### config.mk
export PLATFORM = sky130hd
export DESIGN_NAME = weight_wr_sched
export DESIGN_NICKNAME = d
export VERILOG_FILES = /design/src/rtl/weight_wr_pkg.sv /design/src/rtl/wsched_col_demux.sv /design/src/rtl/weight_wr_sched.sv
export SDC_FILE = /design/constraint.sdc
export NUM_CORES = 1
export LEC_CHECK = 0
export ABC_AREA = 1
export CAP_MARGIN = 10
export CORE_UTILIZATION = 30
export DETAILED_ROUTE_END_ITERATION = 8
export SLEW_MARGIN = 15
export SYNTH_ARGS = -nofsm -noshare
export SYNTH_HDL_FRONTEND = slang
export SYNTH_SLANG_ARGS = --single-unit
### constraint.sdc
create_clock -name sys_clk -period 1.8 [get_ports sys_clk]
set_input_delay 0.36 -clock sys_clk [delete_from_list [all_inputs] [get_ports sys_clk]]
set_output_delay 0.36 -clock sys_clk [all_outputs]
set_load 0.01 [all_outputs]
### src/rtl/weight_wr_pkg.sv
// Shared types and constants for the weight write-path scheduler.
package weight_wr_pkg;

  typedef enum logic [2:0] {
    IDLE,
    PRIME,
    BURST,
    CLEAR,
    DONE
  } state_e;

  // Consecutive enabled '1' inputs a column needs for one weight increment.
  localparam int unsigned RUN_LEN     = 128;
  localparam int unsigned TIMEOUT_DEF = 130;

endpackage

### src/rtl/wsched_col_demux.sv
// Combinational column select: one-hot drive of col_en/col_din and the selected sp_col flag.
module wsched_col_demux #(
  parameter int unsigned NUM_COL = 8
) (
  input  logic [$clog2(NUM_COL)-1:0] col_i,
  input  logic                       drv_en_i,
  input  logic                       drv_one_i,
  input  logic [NUM_COL-1:0]         sp_col_i,
  output logic [NUM_COL-1:0]         col_en_o,
  output logic [NUM_COL-1:0]         col_din_o,
  output logic                       hit_o
);

  logic [NUM_COL-1:0] onehot;

  // An out-of-range column shifts the bit out, so nothing is driven and no hit is seen.
  always_comb begin
    onehot    = {{(NUM_COL-1){1'b0}}, 1'b1} << col_i;
    col_en_o  = onehot & {NUM_COL{drv_en_i}};
    col_din_o = onehot & {NUM_COL{drv_one_i}};
    hit_o     = |(sp_col_i & onehot);
  end

endmodule

### src/rtl/weight_wr_sched.sv
// Write-path scheduler: primes, bursts and clears one weight column per request.
// Optional abort input enabled by defining WEIGHT_WR_SCHED_ABORT_EN.
module weight_wr_sched
  import weight_wr_pkg::*;
#(
  parameter int unsigned NUM_COL = 8,
  parameter int unsigned CNT_W   = 8,
  parameter int unsigned TIMEOUT = TIMEOUT_DEF
) (
  input  logic                       sys_clk,
  input  logic                       rst,
`ifdef WEIGHT_WR_SCHED_ABORT_EN
  input  logic                       abort,
`endif
  input  logic                       req_valid,
  output logic                       req_ready,
  input  logic [$clog2(NUM_COL)-1:0] req_col,
  input  logic [CNT_W-1:0]           req_inc,
  output logic [NUM_COL-1:0]         col_en,
  output logic [NUM_COL-1:0]         col_din,
  input  logic [NUM_COL-1:0]         sp_col_in,
  output logic                       busy,
  output logic                       done,
  output logic                       err,
  output logic [CNT_W-1:0]           done_cnt
);

  localparam int unsigned COL_W = $clog2(NUM_COL);
  localparam int unsigned TO_W  = $clog2(TIMEOUT + 1);
  localparam logic [TO_W-1:0] TO_LAST = TO_W'(TIMEOUT - 1);

  state_e           state_q, state_d;
  logic [COL_W-1:0] col_q, col_d;
  logic [CNT_W-1:0] inc_q, inc_d;
  logic [CNT_W-1:0] hits_q, hits_d;
  logic [CNT_W-1:0] done_cnt_q, done_cnt_d;
  logic [TO_W-1:0]  to_q, to_d;
  logic             eflag_q, eflag_d;
  logic             done_q, done_d;
  logic             err_q, err_d;
  logic             hit, drv_en, drv_one, abort_req;

`ifdef WEIGHT_WR_SCHED_ABORT_EN
  assign abort_req = abort;
`else
  assign abort_req = 1'b0;
`endif

  assign drv_en  = (state_q == PRIME) || (state_q == BURST) || (state_q == CLEAR);
  assign drv_one = (state_q == BURST);

  wsched_col_demux #(
    .NUM_COL(NUM_COL)
  ) u_demux (
    .col_i    (col_q),
    .drv_en_i (drv_en),
    .drv_one_i(drv_one),
    .sp_col_i (sp_col_in),
    .col_en_o (col_en),
    .col_din_o(col_din),
    .hit_o    (hit)
  );

  always_comb begin
    state_d    = state_q;
    col_d      = col_q;
    inc_d      = inc_q;
    hits_d     = hits_q;
    to_d       = to_q;
    eflag_d    = eflag_q;
    done_d     = 1'b0;
    err_d      = 1'b0;
    done_cnt_d = done_cnt_q;
    unique case (state_q)
      IDLE: begin
        if (req_valid) begin
          col_d      = req_col;
          inc_d      = req_inc;
          hits_d     = '0;
          to_d       = '0;
          eflag_d    = 1'b0;
          done_cnt_d = '0;
          state_d    = PRIME;
        end
      end
      PRIME: begin
        state_d = ((inc_q == '0) || abort_req) ? CLEAR : BURST;
      end
      BURST: begin
        if (hit) begin
          hits_d = hits_q + CNT_W'(1);
          to_d   = '0;
          if (hits_q == inc_q - CNT_W'(1)) state_d = CLEAR;
        end else if (to_q == TO_LAST) begin
          eflag_d = 1'b1;
          state_d = CLEAR;
        end else begin
          to_d = to_q + TO_W'(1);
        end
        // An abort wins over a same-cycle timeout: it ends cleanly without err.
        if (abort_req) begin
          eflag_d = 1'b0;
          state_d = CLEAR;
        end
      end
      CLEAR: begin
        done_d     = 1'b1;
        err_d      = eflag_q;
        done_cnt_d = hits_q;
        state_d    = DONE;
      end
      DONE: begin
        state_d = IDLE;
      end
      default: state_d = IDLE;
    endcase
  end

  always_ff @(posedge sys_clk or posedge rst) begin
    if (rst) begin
      state_q    <= IDLE;
      col_q      <= '0;
      inc_q      <= '0;
      hits_q     <= '0;
      to_q       <= '0;
      eflag_q    <= 1'b0;
      done_q     <= 1'b0;
      err_q      <= 1'b0;
      done_cnt_q <= '0;
    end else begin
      state_q    <= state_d;
      col_q      <= col_d;
      inc_q      <= inc_d;
      hits_q     <= hits_d;
      to_q       <= to_d;
      eflag_q    <= eflag_d;
      done_q     <= done_d;
      err_q      <= err_d;
      done_cnt_q <= done_cnt_d;
    end
  end

  assign req_ready = (state_q == IDLE) && !rst;
  assign busy      = (state_q != IDLE);
  assign done      = done_q;
  assign err       = err_q;
  assign done_cnt  = done_cnt_q;

endmodule
==> reports/qor.txt <==
Result of the run = complete, but fails checks
Violations in the final reports = negative setup slack
Relative slew slack = 70.7%
Synthesis warning total = 0
Port bufs = 49
Startpoint class of the critical path = flop
Max Buffers Root-to-Sink = 2
Class of the most critical hold timing path = in -> async
GR Util All Layers = 14.6%
WL final = 5.90 mm
Type of the setup path with the least slack = reg -> out
Clock tree from TritonCTS = done
Clock transition at the register clock pins on the worst setup and hold paths after CTS = 0.08 ns
Share of power burned in combinational logic = 56.2%
Part of the cycle the worst path needs = 101%
Number of optimization iterations in the first detailed-route pass = 4
H-tree levels = 2
Die area = 8830 um^2
Global-route congestion overflow total = 0
FP Rows = 33
Synth area leader = dfrtp_1
Pin count of the biggest net entering global routing = 42
Crit-path max FO = 14
Vias = 2,335
Flop and latch count out of synthesis = 41
Met2 wirelength from detailed routing = 2.89 mm
Area added between synthesis and finish = 32.4%
Setup repair after global routing missed its margin = true
Setup tns final = -0.0193 ns
Net count after synthesis = 364
Reg-to-reg critical path startpoint = col_q[1]
Sequential power share = 27.9%
Endpoints failing hold = 0
Detailed-route DRC error count = 0
Pwr per Cell Area = 1470 nW/um^2
Time the worst path needs with I/O delays and setup = 1.81 ns
Number of instances in the synthesized netlist = 338
Flop-to-flop setup slack = 0.13 ns
Crit path DAT = 1.45 ns
Psw = 0.00232 W
Share of the synthesized area in the top cell type = 40.5%
Routability congestion estimate from global placement = 0.811
Reg-to-Reg End = state_q[0]
Transition time of the tightest slew-check pin = 0.436 ns
Count of endpoints failing setup in the final report = 5
Final max-slew violation count = 0
Fmax = 0.552 GHz
WL/cell = 11.6 um
DIE WIDTH = 93.9 um
Vias in the first global route = 2,196
Initial antenna violation count = 0
Sinks on the clock net = 41
Syn Area/Cell = 7.50 um^2
Peak supply drop = 0.515 mV
Initial cell density of the core = 30.9%
Vertical die dimension = 93.9 um
Wire length of the first global-routing pass = 10.1 mm
Final #Nets = 428
Fraction of final layout cells sized beyond drive strength 1 = 22.8%
Top routing layer used = met4
Endpoint required time on the critical path = 1.44 ns
Insertion delay to the later sink of the worst-skew pair = 0.29 ns
Seq/Total Area, Yosys = 40.5%
Total met3 wirelength after detailed routing = 290 um
Initial detailed-routing violation count = 55
Part of the power in the clock network = 16.0%
Depth of the worst register-to-register path = 10
Number of diodes added for antenna fixing = 0
Minimum setup slack in the final design = -0.0101 ns
Post-Route Skew = 0.00522 ns
Leakage power = 1.55 nW
Kind of end point of the critical path = primary output
Internal power summed over all cells = 0.00262 W
Post-Syn Area = 2540 um^2
Core area = 8220 um^2
Clock root buffer = clkbuf_8
Reported max-cap violation count = 0
Leading post-synthesis cells by cell area = dfrtp_1 (40%), nand2_1 (12%), nor2_1 (6.2%), inv_1 (5.9%), nand3_1 (4.9%)
Number of distinct library cell variants in the gate-level netlist after synthesis = 33
Util after Layout = 40.9%
Number of buffers added to fix hold violations after cts = 0
Switching power as a share of total power = 47.0%
Top Ports = 50
Total half-perimeter wirelength after legalization and detailed placement = 4.45 mm
Wire length the detailed router placed on met1 = 2.65 mm
Total CTS buffers = 5
Number of nets still failing antenna checks after routing = 0
Vias per cell = 4.60
-- state kept, by name, indices dropped and copies added, names as in the netlist --
name / flops
done_cnt: 8
hits_q: 8
inc_q: 8
to_q: 8
col_q: 3
state_q: 3
done: 1
eflag_q: 1
err: 1
-- stage by stage --
step | hold slack (ns) | instances | worst slack [ns] | total power [W] | cell area (um^2)
2_1_floorplan | 0.460 | 338 | 0.315 | 0.00330 | 2540
3_3_place_gp | 0.485 | 497 | -0.150 | 0.00406 | 3210
3_5_place_dp | 0.494 | 497 | -0.199 | 0.00412 | 3210
4_1_cts | 0.460 | 506 | -0.0631 | 0.00497 | 3370
5_1_grt | 0.490 | 508 | -0.0986 | 0.00538 | 3360
6_report | 0.452 | 508 | -0.0101 | 0.00495 | 3360
-- worst max-delay path by stage --
stage                     startpoint    endpoint  depth (start not counted)  slack, ns
after floorplan           state_q[2]   hits_q[3]                         11       0.32
after global placement    state_q[2]   col_en[0]                          6      -0.15
after detailed placement  state_q[2]   col_en[0]                          6      -0.20
after CTS                 state_q[0]   col_en[0]                          5      -0.06
after global routing      state_q[2]  col_din[1]                          5       -0.1
final                     state_q[2]  col_din[2]                          5      -0.01
-- cells by family (layout without fill, tap and decap cells) --
logic type                 count (synthesis)  in the layout  share of synthesized area (%)
adders and majority gates                  4              4                           1.97
DFF                                       41             41                           40.5
buffers and inverters                     59            124                           10.0
xor gates and xnor gates                   9              9                           3.11
and+or+nand+nor                          189            189                           36.0
AOI/OAI and AO/OA                         36             36                           8.44
-- routing by layer --
layer,global-route usage [%],vias up
met4,3.85,0
met1,17.8,1091
met3,3.32,6
met2,25.9,42
li1,-,1196
met5,0,-
-- synthesized netlist by cell type --
cell type   n
o21ai_2     8
xnor2_1     3
nor4_1      1
nand2_2     4
inv_1      40
dfrtp_1    41
nor3_2      1
ha_1        4
nand3_4     1
o21ai_0     2
o21ai_1    24
clkbuf_1    1
nor3_1      4
nor2_2      5
buf_1       1
inv_2       9
buf_12      1
nand4_1    10
nor2_1     42
nand3_1    25
nor2_4      4
nand4_2     2
buf_4       2
buf_2       3
nor3_4      1
xor2_1      6
inv_4       2
nand3_2     2
a41oi_1     1
nand2_1    83
nand2_4     3
or2_2       1
a21oi_1     1
-- power by group through the flow --
stage	Combinational (W)	Clock, W	Sequential (W)
after floorplan	0.00200	0	0.00131
after global placement	0.00269	0	0.00138
after detailed placement	0.00273	0	0.00139
after CTS	0.00276	0.000826	0.00138
after global routing	0.00311	0.000861	0.00141
final	0.00278	0.000790	0.00138
-- repair_timing --
| action | 4_1_cts | 5_1_grt |
|---|---|---|
| gates resized for setup | 52 | 16 |
| endpoints found under the hold margin | 0 | 0 |
| setup buffers | 1 | 2 |
| setup endpoints to repair | 19 | 18 |
| pin swaps | 1 | 2 |
-- layout by cell type, fill, tap and decap left out, drive strengths merged --
master,n
a21oi,1
a41oi,1
buf,19
bufinv,1
clkbuf,11
clkdlybuf4s15,10
clkdlybuf4s50,31
clkinvlp,1
dfrtp,41
ha,4
inv,51
nand2,90
nand3,28
nand4,12
nor2,51
nor3,6
nor4,1
o21ai,34
or2,1
xnor2,3
xor2,6
-- cell type report --
type                    count  area [um^2]
fillers                   852         4860
multi-input cells         238         1280
flip-flops and latches     41         1030
repair buffers             65          598
inverters                  51          196
well taps                 105          131
clock buffers               6         82.6
clock inverters             2         37.5
-- worst max-delay path, cell delays in order, from the launching register on --
cell and delay [ns]:
dfrtp_2 0.46, nor2_4 0.11, nand2_2 0.08, buf_6 0.16
nor2_1 0.11, clkdlybuf4s15_2 0.23
No activity file was read; power rests on OpenSTA's default activity.
